==> src/rtl/huffman_pkg.sv <==
// Shared definitions for the streaming Huffman encoder.
//   SYM_W/CODE_W/LEN_W defaults : symbol, max code and code-length widths
//   enc_state_t                 : encoder control states (run, drain, emit last word)
package huffman_pkg;

    localparam int unsigned SYM_W  = 7;
    localparam int unsigned CODE_W = 10;
    localparam int unsigned LEN_W  = 4;

    typedef enum logic [1:0] {
        StRun,
        StDrain,
        StLast
    } enc_state_t;

endpackage

==> src/rtl/huffman_bit_packer.sv <==
// MSB-first bit accumulator for variable-length codes.
//   s1_valid_i/s1_code_i/s1_len_i : staged code waiting to be appended
//   last_i                        : present the partial remainder as the final word
//   out_ready_i                   : consumer takes the presented word
//   merge_o                       : staged code is appended this cycle
//   acc_cnt_o                     : number of buffered bits
//   out_data_o/out_valid_o/out_last_o/out_nbits_o : output word interface
module huffman_bit_packer
    import huffman_pkg::*;
#(
    parameter int unsigned CodeW = CODE_W,
    parameter int unsigned LenW  = LEN_W,
    parameter int unsigned OutW  = 8,
    localparam int unsigned AccW    = OutW + CodeW,
    localparam int unsigned AccCntW = $clog2(AccW + 1),
    localparam int unsigned NbW     = $clog2(OutW + 1)
) (
    input  logic               clk_i,
    input  logic               reset_i,
    input  logic               s1_valid_i,
    input  logic [CodeW-1:0]   s1_code_i,
    input  logic [LenW-1:0]    s1_len_i,
    input  logic               last_i,
    input  logic               out_ready_i,
    output logic               merge_o,
    output logic [AccCntW-1:0] acc_cnt_o,
    output logic [OutW-1:0]    out_data_o,
    output logic               out_valid_o,
    output logic               out_last_o,
    output logic [NbW-1:0]     out_nbits_o
);

    // Buffered bits are kept left-aligned; everything below acc_cnt_q is zero, so the top
    // OutW bits are already the zero-padded final word when fewer than OutW remain.
    logic [AccW-1:0]    acc_q, acc_d, code_ext;
    logic [AccCntW-1:0] acc_cnt_q, acc_cnt_d;
    logic               full, pop;

    assign full        = acc_cnt_q >= AccCntW'(OutW);
    assign merge_o     = s1_valid_i & ~full;
    assign out_valid_o = full | last_i;
    assign pop         = out_valid_o & out_ready_i;
    assign out_data_o  = acc_q[AccW-1 -: OutW];
    assign out_last_o  = last_i;
    assign acc_cnt_o   = acc_cnt_q;

    // Left-justify the code so its first bit lands at the accumulator MSB.
    assign code_ext = {s1_code_i, {OutW{1'b0}}} << (LenW'(CodeW) - s1_len_i);

    always_comb begin
        out_nbits_o = '0;
        if (out_valid_o) begin
            out_nbits_o = last_i ? NbW'(acc_cnt_q) : NbW'(OutW);
        end
    end

    always_comb begin
        acc_d     = acc_q;
        acc_cnt_d = acc_cnt_q;
        if (merge_o) begin
            acc_d     = acc_q | (code_ext >> acc_cnt_q);
            acc_cnt_d = acc_cnt_q + AccCntW'(s1_len_i);
        end else if (pop) begin
            if (last_i) begin
                acc_d     = '0;
                acc_cnt_d = '0;
            end else begin
                acc_d     = acc_q << OutW;
                acc_cnt_d = acc_cnt_q - AccCntW'(OutW);
            end
        end
    end

    always_ff @(posedge clk_i or posedge reset_i) begin
        if (reset_i) begin
            acc_q     <= '0;
            acc_cnt_q <= '0;
        end else begin
            acc_q     <= acc_d;
            acc_cnt_q <= acc_cnt_d;
        end
    end

endmodule

==> src/rtl/huffman_table.sv <==
// Combinational symbol-to-code lookup.
//   ascii_i : input symbol
//   code_o  : code, right-aligned (bit len_o-1 is the first bit sent)
//   len_o   : code length in bits; 0 means the symbol is unmapped
// The table is prefix-free: 0xxx, 10xxxxxxxx, 1100x, 111.
module huffman_table
    import huffman_pkg::*;
#(
    parameter int unsigned SymW  = SYM_W,
    parameter int unsigned CodeW = CODE_W,
    parameter int unsigned LenW  = LEN_W
) (
    input  logic [SymW-1:0]  ascii_i,
    output logic [CodeW-1:0] code_o,
    output logic [LenW-1:0]  len_o
);

    always_comb begin
        code_o = '0;
        len_o  = '0;
        case (ascii_i)
            SymW'(7'h20): begin code_o = CodeW'(3'b111);         len_o = LenW'(3);  end
            SymW'(7'h2C): begin code_o = CodeW'(5'b11001);       len_o = LenW'(5);  end
            SymW'(7'h2E): begin code_o = CodeW'(5'b11000);       len_o = LenW'(5);  end
            SymW'(7'h41): begin code_o = CodeW'(4'b0000);        len_o = LenW'(4);  end
            SymW'(7'h42): begin code_o = CodeW'(4'b0001);        len_o = LenW'(4);  end
            SymW'(7'h43): begin code_o = CodeW'(4'b0010);        len_o = LenW'(4);  end
            SymW'(7'h44): begin code_o = CodeW'(4'b0011);        len_o = LenW'(4);  end
            SymW'(7'h45): begin code_o = CodeW'(4'b0100);        len_o = LenW'(4);  end
            SymW'(7'h46): begin code_o = CodeW'(4'b0101);        len_o = LenW'(4);  end
            SymW'(7'h47): begin code_o = CodeW'(4'b0110);        len_o = LenW'(4);  end
            SymW'(7'h48): begin code_o = CodeW'(4'b0111);        len_o = LenW'(4);  end
            SymW'(7'h5A): begin code_o = CodeW'(10'b1011010011); len_o = LenW'(10); end
            default: begin
                code_o = '0;
                len_o  = '0;
            end
        endcase
    end

endmodule

==> src/rtl/huffman_stream_encoder.sv <==
// Streaming Huffman encoder: symbol handshake, one staging register, bit packer, flush FSM.
//   clk_i, reset_i             : clock, asynchronous active-high reset
//   in_ascii_i/in_valid_i/in_ready_o : symbol input handshake
//   flush_i                    : request to emit the final partial word (honoured in run state)
//   out_data_o/out_valid_o/out_ready_i/out_last_o/out_nbits_o : packed word output
//   flush_done_o               : one-cycle pulse when a flush completes
//   sym_count_o                : accepted symbols, wrapping
//   err_unmapd_o               : sticky, a zero-length (unmapped) symbol was accepted
module huffman_stream_encoder
    import huffman_pkg::*;
#(
    parameter int unsigned SymW  = SYM_W,
    parameter int unsigned CodeW = CODE_W,
    parameter int unsigned LenW  = LEN_W,
    parameter int unsigned OutW  = 8,
    parameter int unsigned CntW  = 16,
    localparam int unsigned AccCntW = $clog2(OutW + CodeW + 1),
    localparam int unsigned NbW     = $clog2(OutW + 1)
) (
    input  logic            clk_i,
    input  logic            reset_i,
    input  logic [SymW-1:0] in_ascii_i,
    input  logic            in_valid_i,
    output logic            in_ready_o,
    input  logic            flush_i,
    output logic [OutW-1:0] out_data_o,
    output logic            out_valid_o,
    input  logic            out_ready_i,
    output logic            out_last_o,
    output logic [NbW-1:0]  out_nbits_o,
    output logic            flush_done_o,
    output logic [CntW-1:0] sym_count_o,
    output logic            err_unmapd_o
);

    logic [CodeW-1:0]   tbl_code, s1_code_q, s1_code_d;
    logic [LenW-1:0]    tbl_len, s1_len_q, s1_len_d;
    logic               s1_valid_q, s1_valid_d;
    enc_state_t         state_q, state_d;
    logic [CntW-1:0]    cnt_q, cnt_d;
    logic               err_q, err_d;
    logic               merge, accept;
    logic [AccCntW-1:0] acc_cnt;

    huffman_table #(
        .SymW  (SymW),
        .CodeW (CodeW),
        .LenW  (LenW)
    ) u_table (
        .ascii_i (in_ascii_i),
        .code_o  (tbl_code),
        .len_o   (tbl_len)
    );

    huffman_bit_packer #(
        .CodeW (CodeW),
        .LenW  (LenW),
        .OutW  (OutW)
    ) u_packer (
        .clk_i       (clk_i),
        .reset_i     (reset_i),
        .s1_valid_i  (s1_valid_q),
        .s1_code_i   (s1_code_q),
        .s1_len_i    (s1_len_q),
        .last_i      (state_q == StLast),
        .out_ready_i (out_ready_i),
        .merge_o     (merge),
        .acc_cnt_o   (acc_cnt),
        .out_data_o  (out_data_o),
        .out_valid_o (out_valid_o),
        .out_last_o  (out_last_o),
        .out_nbits_o (out_nbits_o)
    );

    // Held low while reset is asserted; the stage frees up in the same cycle it merges.
    assign in_ready_o   = ~reset_i & (state_q == StRun) & (~s1_valid_q | merge);
    assign accept       = in_valid_i & in_ready_o;
    assign sym_count_o  = cnt_q;
    assign err_unmapd_o = err_q;

    always_comb begin
        s1_valid_d = s1_valid_q;
        s1_code_d  = s1_code_q;
        s1_len_d   = s1_len_q;
        if (merge) begin
            s1_valid_d = 1'b0;
        end
        if (accept) begin
            s1_valid_d = 1'b1;
            s1_code_d  = tbl_code;
            s1_len_d   = tbl_len;
        end
        cnt_d = cnt_q + CntW'(accept);
        err_d = err_q | (accept & (tbl_len == '0));
    end

    always_comb begin
        state_d      = state_q;
        flush_done_o = 1'b0;
        case (state_q)
            StRun: begin
                if (flush_i) begin
                    state_d = StDrain;
                end
            end
            StDrain: begin
                if (!s1_valid_q && (acc_cnt < AccCntW'(OutW))) begin
                    if (acc_cnt != '0) begin
                        state_d = StLast;
                    end else begin
                        flush_done_o = 1'b1;
                        state_d      = StRun;
                    end
                end
            end
            StLast: begin
                if (out_ready_i) begin
                    flush_done_o = 1'b1;
                    state_d      = StRun;
                end
            end
            default: state_d = StRun;
        endcase
    end

    always_ff @(posedge clk_i or posedge reset_i) begin
        if (reset_i) begin
            state_q    <= StRun;
            s1_valid_q <= 1'b0;
            s1_code_q  <= '0;
            s1_len_q   <= '0;
            cnt_q      <= '0;
            err_q      <= 1'b0;
        end else begin
            state_q    <= state_d;
            s1_valid_q <= s1_valid_d;
            s1_code_q  <= s1_code_d;
            s1_len_q   <= s1_len_d;
            cnt_q      <= cnt_d;
            err_q      <= err_d;
        end
    end

endmodule

==> config.mk <==
export PLATFORM = sky130hd
export DESIGN_NAME = huffman_stream_encoder
export DESIGN_NICKNAME = d
export VERILOG_FILES = /design/src/rtl/huffman_pkg.sv /design/src/rtl/huffman_bit_packer.sv /design/src/rtl/huffman_table.sv /design/src/rtl/huffman_stream_encoder.sv
export SDC_FILE = /design/constraint.sdc
export NUM_CORES = 1
export LEC_CHECK = 0
export ABC_AREA = 1
export CAP_MARGIN = 20
export CORE_ASPECT_RATIO = 0.75
export CORE_UTILIZATION = 51
export DETAILED_ROUTE_END_ITERATION = 10
export PLACE_DENSITY = 0.75
export SYNTH_ARGS = -nofsm -noshare
export SYNTH_HDL_FRONTEND = slang
export SYNTH_SLANG_ARGS = --single-unit
==> constraint.sdc <==
create_clock -name clk_i -period 2.9 [get_ports clk_i]
set_clock_uncertainty 0.2 [all_clocks]
set_input_delay 0.58 -clock clk_i [delete_from_list [all_inputs] [get_ports clk_i]]
set_output_delay 0.58 -clock clk_i [all_outputs]
set_load 0.01 [all_outputs]
======== Yosys cells after proc, flatten, opt, wreduce, memory -nomap -nowiden ========
Index checks and enable logic that the tools add are counted.
cells by class
  $add $sub $neg .......................... 4
  magnitude comparators ................... 2
  equal/unequal tests ..................... 17
  shift operators ......................... 2
  muxes and demuxes ....................... 21
  bitwise logic cells ..................... 13
  reductions and logical operators ........ 11
operators by type and width
  cell                                                                                  number
  10-bit case mux with 10 select lines                                                  1
  7-bit == test (second input constant)                                                 9
  18-bit two-way mux                                                                    3
  7-bit by 6-bit == test with 1-bit output (second input constant)                      3
  18-bit OR                                                                             1
  18-bit by 4-bit left shift with 18-bit output                                         1
  18-bit by 5-bit >> shifter with 18-bit output                                         1
  16-bit by 1-bit adder with 16-bit output                                              1
  4-bit case mux with 4 select lines                                                    1
  5-bit two-way mux                                                                     3
  2-bit two-way mux                                                                     4
  4-bit two-way mux                                                                     2
  8-bit OR reduction                                                                    1
  1-bit bitwise AND                                                                     6
  2-bit inequality test (second input constant)                                         3
  2-bit case mux with 3 select lines                                                    1
  5-bit by 4-bit adder with 5-bit output                                                1
  5-bit by 4-bit greater-or-equal comparator with 1-bit output (second input constant)  1
  5-bit by 4-bit less-than comparator with 1-bit output (second input constant)         1
  1-bit two-way mux                                                                     5
  5-bit nonzero test                                                                    1
  5-bit by 4-bit subtractor with 5-bit output (second input constant)                   1
  4-bit logical NOT                                                                     1
  2-bit nonzero test                                                                    2
  other kinds (11)                                                                      16
storage, ports and cells
  bits in registers ....................... 57
  input bits .............................. 12
  output and inout port bits .............. 33

======== Logic depth before layout (Yosys ltp) ========
Gate-level depths: netlist (run 1).
  word-level depth ........................ 8
  mapped depth ............................ 19

======== Cells and area by module ========
From an unflattened synthesis (run 1), not the netlist that was laid out.
unflattened totals
  cell total of the unflattened synthesis .. 653
  area total of the unflattened synthesis .. 4,431.8 µm²
by module, submodules not included
  module                  times used  cells each  area an instance (µm²)  seq. area each (µm²)
  huffman_bit_packer      1           393         2,471.1                 575.6
  huffman_stream_encoder  1           196         1,632.8                 850.8
  huffman_table           1           64          327.8                   0.0

======== Worst setup path after synthesis (run 1) ========
Ideal clock, no wire load.
  kind .................................... input to register
  start ................................... in reset_i
  end ..................................... reg cnt_q[12], in the netlist sym_count_o[12]
  data arrival time ....................... 3.589 ns
  data required time ...................... 2.621 ns
  path slack .............................. -0.968 ns
  cell stages on the path ................. 15
  buffers on the path ..................... 1
  cell sequence ........................... inv_1 > nand2_1 > a21oi_4 > nand2_4 > inv_4 > buf_6 > ha_1 > ha_1 > nand3_1 > nor2_1 > nand4_1 > nor2_1 > nand2_1 > nor2_1 > xor2_1
on the way
  longest elaborated chain between the ends .. 5
ends and longest elaborated chain
  element                                   line                           RTL
  start: declaration                        huffman_stream_encoder.sv:21   input logic reset_i,
  1-bit inverter                            huffman_stream_encoder.sv:76   assign in_ready_o = ~reset_i & (state_q == StRun) & (~s1_valid_q | merge);
  1-bit bitwise AND (2 in a row)            huffman_stream_encoder.sv:76
  named net in_ready_o                      huffman_stream_encoder.sv:24   output logic in_ready_o,
  1-bit bitwise AND                         huffman_stream_encoder.sv:77   assign accept = in_valid_i & in_ready_o;
  named net accept                          huffman_stream_encoder.sv:42   logic merge, accept;
  16-bit by 1-bit adder with 16-bit output  huffman_stream_encoder.sv:93   cnt_d = cnt_q + CntW'(accept);
  named net cnt_d[12]                       huffman_stream_encoder.sv:40   logic [CntW-1:0] cnt_q, cnt_d;
  end signal: assignment                    huffman_stream_encoder.sv:139  cnt_q <= cnt_d;
  end: declaration                          huffman_stream_encoder.sv:40
The timed path passes the listed nets, and every way through them passes these cells.
A chain may end at the register's enable or synchronous reset.

======== Worst setup path after layout (run 1) ========
  start ................................... reg u_packer.acc_cnt_q[4], in the netlist u_packer.acc_cnt_o[4]
  end ..................................... out out_nbits_o[3]
on the way
  longest elaborated chain between the ends .. 3
ends and longest elaborated chain
  element                                                       line                          RTL
  start: declaration                                            huffman_bit_packer.sv:36      logic [AccCntW-1:0] acc_cnt_q, acc_cnt_d;
  start signal: assignment                                      huffman_bit_packer.sv:80      acc_cnt_q <= acc_cnt_d;
  5-bit by 4-bit greater-or-equal comparator with 1-bit output  huffman_bit_packer.sv:39      assign full = acc_cnt_q >= AccCntW'(OutW);
  1-bit OR                                                      huffman_bit_packer.sv:41      assign out_valid_o = full | last_i;
  4-bit two-way mux                                             huffman_bit_packer.sv:52      if (out_valid_o) begin
  end: declaration                                              huffman_stream_encoder.sv:30  output logic [NbW-1:0] out_nbits_o,
Every way passes these cells.

==> impl_metrics.tcl, run 1 <==
set metrics [dict create \
    yosysUniqueCellTypes 45 \
    drtIter0Drc 208 \
    ant_nets 0 \
    rr_startpoint "u_packer.acc_cnt_o[4]$_DFFE_PP0P_" \
    synth_flop_cell "dfrtp_1" \
    layout_commonest_cell "nand2_1" \
    clockBufferDepth 2 \
    via_per_inst 5.51 \
    final-hold-violation-count 0 \
    hold_slack_ps 289 \
    seq_area_frac_synth_pct 35.3 \
    drive_gt1_share_pct 14.1 \
    synth_nets 533 \
    io_pins 45 \
    power_leakage_uw 0.00215 \
    setup_violations 0 \
    antenna_found_initial 0 \
    hold_class "register to register" \
    synth_top_family_by_area "simple AND/OR/NAND/NOR gates" \
    finalCritPeriodShare_pct 94.8 \
    port-buffer-count 44 \
    netlist.area_leader.share_pct 35.3 \
    required_ps 2120 \
    fin_nets 578 \
    synth-simple-area-share_pct 35.2 \
    design_area_sq_um 4420 \
    drc 0 \
    synth_area_sq_um 3750 \
    drtPass1Iterations 5 \
    synthMuxAreaShare_pct 0 \
    netlist_instances 508 \
    start_kind "register" \
    wl_per_cell_microns 14.2 \
    fillers 645 \
    placedInstanceArea_sq_um 4310 \
    synth_compound_area_share_pct 10.4 \
    outcome "finished clean" \
    maxSlewHeadroom_pct 55.6 \
    die-area_sq_um 7710 \
    gp_congestion 0.910 \
    wirelength_mm 9.23 \
    syn_area_per_cell_sq_um 7.39 \
    end_kind "primary output" \
    grt_overflow 0 \
    worstRegToRegCells 17 \
    placement_rows 26 \
    endpoint "out_nbits_o[3]" \
    synth.area.top_cells "dfrtp_1 (35%), nand2_1 (13%), nand3_1 (11%)" \
    cp_max_fo 6 \
    startpoint "u_packer.acc_cnt_o[4]$_DFFE_PP0P_" \
    finalMaxSlewViolations 0 \
    fmax_mhz 364 \
    cts_tree "done" \
    grt_pass1_vias 3435 \
    synth-edff-count 0 \
    initial_core_util_pct 53.9 \
    cap_violations 0 \
    synth-xor-area-share_pct 3.73 \
    yosysWarnings 0 \
    vias 3595 \
    cellPowerDensity_nw_per_um2 859 \
    clk_latency_ps 320 \
    ys_async_sr_fraction_pct 100 \
    antenna_cells 0 \
    seq_area_sq_um 1330 \
    cts_sinks 53 \
    peakVddDrop_mv 0.623 \
    r2r_slack_ps 160 \
    grt_max_degree 54 \
    synthAdderAreaFrac_pct 4.53 \
    most-common-layout-cells "nand2_1 (129), nand3_1 (79), dfrtp_1 (53)" \
    die_w_microns 101 \
    cts-root-buf "clkbuf_8" \
    clkTransAtPathRegs_ps 120 \
    hpwl_mm 7.12 \
    coreArea_sq_um 6960 \
    fin_crit_ps 2750 \
    path_class "register to primary output" \
    worstMarginPinSlew_ps 665 \
    cts_made_buffers 5 \
    htree_levels 2 \
    yosysTopAreaCell "dfrtp_1" \
    synthToLayoutAreaGrowth_pct 17.8 \
    timing.critical_path.arrival_ps 1970 \
    multi_input_area_sq_um 2080 \
    fp.dieH_microns 76.3 \
    grt_usage_pct 26.4 \
    regToRegEndpoint "sym_count_o[12]$_DFF_PP0_" \
    grt_pass1_wl_mm 16.3 \
    synth-seq-cells 53 \
]
## through the flow
step	total power (uW)	worst slack [ps]	utilization (%)	setup TNS, ps	instances
after global routing	4140	-9.42	63.5	-9.42	652
after global placement	3270	16.8	61.8	0	643
after detailed placement	3310	-92.4	61.8	-100	643
after CTS	3780	22.8	63.3	0	651
after floorplan	2730	-206	-	-895	508
final	3800	150	63.5	0	652
## cell families (layout without fill, tap and decap cells)
logic type                 Yosys count  after routing
xor gates and xnor gates            16             16
DFF                                 53             53
buffers and inverters               82            128
adders and majority gates           13             13
and+or+nand+nor                    282            282
AOI/OAI and AO/OA                   62             62
## routing by layer
layer / wire length, microns / GRT usage (%)
met1: 4570 / 40.8
met5: 0 / 0
met4: 55 / 5.65
met3: 581 / 3.94
met2: 4020 / 38.9
## worst max-delay path, stage by stage (launching register included)
cell and delay (ps):
dfrtp_1 410, buf_4 170, nor2_4 190, a21oi_4 90, nand2_2 100, o21a_1 160
clkdlybuf4s50_1 540
## cell usage after synthesis, types with 3 or more instances
library cell and count:
a21oi_1 10, buf_4 12, buf_6 3, dfrtp_1 53, ha_1 12, inv_1 51
inv_2 8, nand2_1 130, nand2_2 12, nand2_4 4, nand3_1 80, nand4_1 11
nor2_1 21, nor2_2 5, nor2_4 3, nor3_1 9, o211ai_1 5, o21ai_0 24
o21ai_1 4, o22ai_1 3, xnor2_1 6, xor2_1 10
## power breakdown
| part | leakage (uW) | total [uW] | switching [uW] | internal, uW |
|---|---|---|---|---|
| sequential | 0.000687 | 1090 | 148 | 938 |
| clock | 0.0000506 | 460 | 278 | 181 |
| combinational | 0.00141 | 2250 | 1420 | 833 |
| total | 0.00215 | 3800 | 1840 | 1950 |
## sequential cells by signal (all words and copies together) (netlist names)
| signal | count |
|---|---|
| s1_code_q | 6 |
| u_packer.acc_q | 18 |
| sym_count_o | 16 |
| err_unmapd_o | 1 |
| state_q | 2 |
| u_packer.acc_cnt_o | 5 |
| s1_valid_q | 1 |
| s1_len_q | 4 |
## timing repair
| action | in CTS | in global routing |
|---|---|---|
| hold buffers | 0 | 0 |
| cloned | 0 | 0 |
| buffers inserted | 0 | 1 |
| pin swaps | 0 | 1 |
| resized for setup | 1 | 5 |
| setup endpoints to repair | 1 | 6 |
## layout make-up
| class | instances | share of cell area [%] |
|---|---|---|
| Clock inverter | 3 | 0.651 |
| Clock buffer | 5 | 1.56 |
| Sequential cell | 53 | 30.0 |
| Multi-Input combinational cell | 373 | 47.0 |
| Inverter | 62 | 5.57 |
| Timing Repair Buffer | 58 | 12.4 |
| Tap cell | 98 | 2.77 |
## worst min-delay path by stage
| stage | start | end | cells past startpoint |
|---|---|---|---|
| 2_1_floorplan | u_packer.acc_q[4]$_DFFE_PP0P_ | u_packer.acc_q[4]$_DFFE_PP0P_ | 2 |
| 3_3_place_gp | sym_count_o[15]$_DFF_PP0_ | sym_count_o[15]$_DFF_PP0_ | 1 |
| 3_5_place_dp | u_packer.acc_q[2]$_DFFE_PP0P_ | u_packer.acc_q[2]$_DFFE_PP0P_ | 2 |
| 4_1_cts | u_packer.acc_q[2]$_DFFE_PP0P_ | u_packer.acc_q[2]$_DFFE_PP0P_ | 2 |
| 5_1_grt | sym_count_o[15]$_DFF_PP0_ | sym_count_o[15]$_DFF_PP0_ | 1 |
| 6_report | err_unmapd_o$_DFF_PP0_ | err_unmapd_o$_DFF_PP0_ | 1 |
Power figures use the tool's default switching activity.
==> inputs of run 2 (changes only) <==
--- a/config.mk
+++ b/config.mk
@@ -8,6 +8,7 @@
 export ABC_AREA = 1
 export CAP_MARGIN = 20
 export CORE_ASPECT_RATIO = 0.75
+export CORE_MARGIN = 2
 export CORE_UTILIZATION = 51
 export DETAILED_ROUTE_END_ITERATION = 10
 export PLACE_DENSITY = 0.75
==> run 2 against run 1 <==
Sequential power about the same; first-iteration DRC count increased by 74%; global-route usage decreased by 1.7 points; setup slack got worse by 16 ps; sequential cell count unchanged; utilization decreased by 2.0 points; fmax decreased by 0.58%; via count increased by 0.11%; critical path type unchanged; critical endpoint unchanged; highest routed layer unchanged.
==> impl_metrics.tcl, run 2 (synthesis gave the netlist of run 1 again) <==
set metrics [dict create \
    outcome "finished clean" \
    hold_class "register to register" \
    finalMaxSlewViolations 0 \
    cap_violations 0 \
    startpoint "state_q[0]$_DFFE_PP0P_" \
    hpwl_mm 7.03 \
    worstRegToRegCells 17 \
    min_to "u_packer.acc_q[7]$_DFFE_PP0P_" \
    drtIter0Drc 361 \
    multi_input_area_sq_um 2080 \
    grt_usage_pct 24.7 \
    cts_tree "done" \
    layout_commonest_cell "nand2_1" \
    drive_gt1_share_pct 14.4 \
    total_power_uw 3850 \
    seq_area_sq_um 1330 \
    fin_crit_ps 2770 \
    end_kind "primary output" \
    grt_max_degree 54 \
    clkTransAtPathRegs_ps 100 \
    start_kind "register" \
    fillers 657 \
    cts_made_buffers 5 \
    vias 3599 \
    clk_latency_ps 320 \
    fmax_mhz 362 \
    wirelength_mm 9.09 \
    largest-register "u_packer.acc_q" \
    drtPass1Iterations 5 \
    cellPowerDensity_nw_per_um2 865 \
    finalCritPeriodShare_pct 95.4 \
    ctsHoldBuffers 0 \
    port-buffer-count 44 \
    power_leakage_uw 0.00215 \
    fp.dieH_microns 78.3 \
    drc 0 \
    largest_register_ffs 18 \
    required_ps 2120 \
    io_pins 45 \
    tns_ps 0 \
    most-common-layout-cells "nand2_1 (129), nand3_1 (79), dfrtp_1 (53)" \
    r2r_slack_ps 190 \
    maxSlewHeadroom_pct 55.4 \
    fin_nets 578 \
    worstMarginPinSlew_ps 669 \
    antenna_cells 0 \
    peakVddDrop_mv 0.534 \
    via_per_inst 5.49 \
    antenna_found_initial 0 \
    cp_max_fo 5 \
    coreArea_sq_um 7230 \
    rsz0062_at_grt "no" \
    rr_startpoint "u_packer.acc_cnt_o[4]$_DFFE_PP0P_" \
    clockBufferDepth 2 \
    die_w_microns 103 \
    whs_path_depth 2 \
    gp_congestion 0.886 \
    worstHoldStart "u_packer.acc_q[7]$_DFFE_PP0P_" \
    path_class "register to primary output" \
    grt_overflow 0 \
    hold_slack_ps 291 \
    timing.critical_path.arrival_ps 1990 \
    grt_pass1_vias 3366 \
    cts-root-buf "clkbuf_8" \
    cts_sinks 53 \
    placement_rows 27 \
    synthToLayoutAreaGrowth_pct 18.5 \
    die-area_sq_um 8070 \
    grt_pass1_wl_mm 15.9 \
    ant_nets 0 \
    htree_levels 2 \
    final-hold-violation-count 0 \
    wl_per_cell_microns 13.9 \
    initial_core_util_pct 51.9 \
    setup_violations 0 \
    regToRegEndpoint "sym_count_o[12]$_DFF_PP0_" \
]
-- run 2: cell count changes in the layout (fill, tap and decap cells not counted), sizes merged --
cell and delta:
bufinv +1, inv -1
-- run 2: area by class of cell --
| class | count | share of cell area (%) |
|---|---|---|
| Tap cell | 101 | 2.84 |
| Clock buffer | 5 | 1.55 |
| Inverter | 62 | 5.54 |
| Timing Repair Buffer | 58 | 12.4 |
| Sequential cell | 53 | 29.8 |
| Clock inverter | 3 | 0.985 |
| Multi-Input combinational cell | 373 | 46.9 |
-- run 2: critical path, cell delays in order (launching register included) --
cell and delay (ps):
dfrtp_1 390, inv_1 120, ha_2 230, inv_1 120
nand2_2 120, o21a_1 140, clkdlybuf4s50_1 540
-- run 2: worst max path at each step --
stage	end	slack [ps]
2_1_floorplan	sym_count_o[12]$_DFF_PP0_	-210
3_3_place_gp	sym_count_o[12]$_DFF_PP0_	50
3_5_place_dp	sym_count_o[12]$_DFF_PP0_	-30
4_1_cts	flush_done_o	0.7
5_1_grt	sym_count_o[12]$_DFF_PP0_	2
6_report	out_nbits_o[3]	130
-- run 2: power by group --
group          internal [uW]  switching, uW
Clock                    259            261
Combinational            825           1410
Sequential               938            150
-- run 2: metrics by stage --
| step | instance area [sq um] | cells | setup WS [ps] | utilization, % |
|---|---|---|---|---|
| finish | 4450 | 655 | 134 | 61.5 |
| global route | 4450 | 655 | 1.68 | 61.5 |
| CTS | 4420 | 654 | 0.714 | 61.2 |
| detailed placement | 4310 | 646 | -34.9 | 59.6 |
| global placement | 4310 | 646 | 45.1 | 59.6 |
| floorplan | 3810 | 508 | -206 | - |
-- run 2: per-layer routing --
layer	part of all wire (%)	track usage [%]
met3	6.8	3.92
met2	43	36.0
met4	1.2	6.71
met1	49	37.9
met5	0	0
-- run 2: timing repair --
item	CTS	global route
buffers inserted	0	1
resized for setup	1	7
pin swaps	0	3
endpoints found under the setup margin	1	4
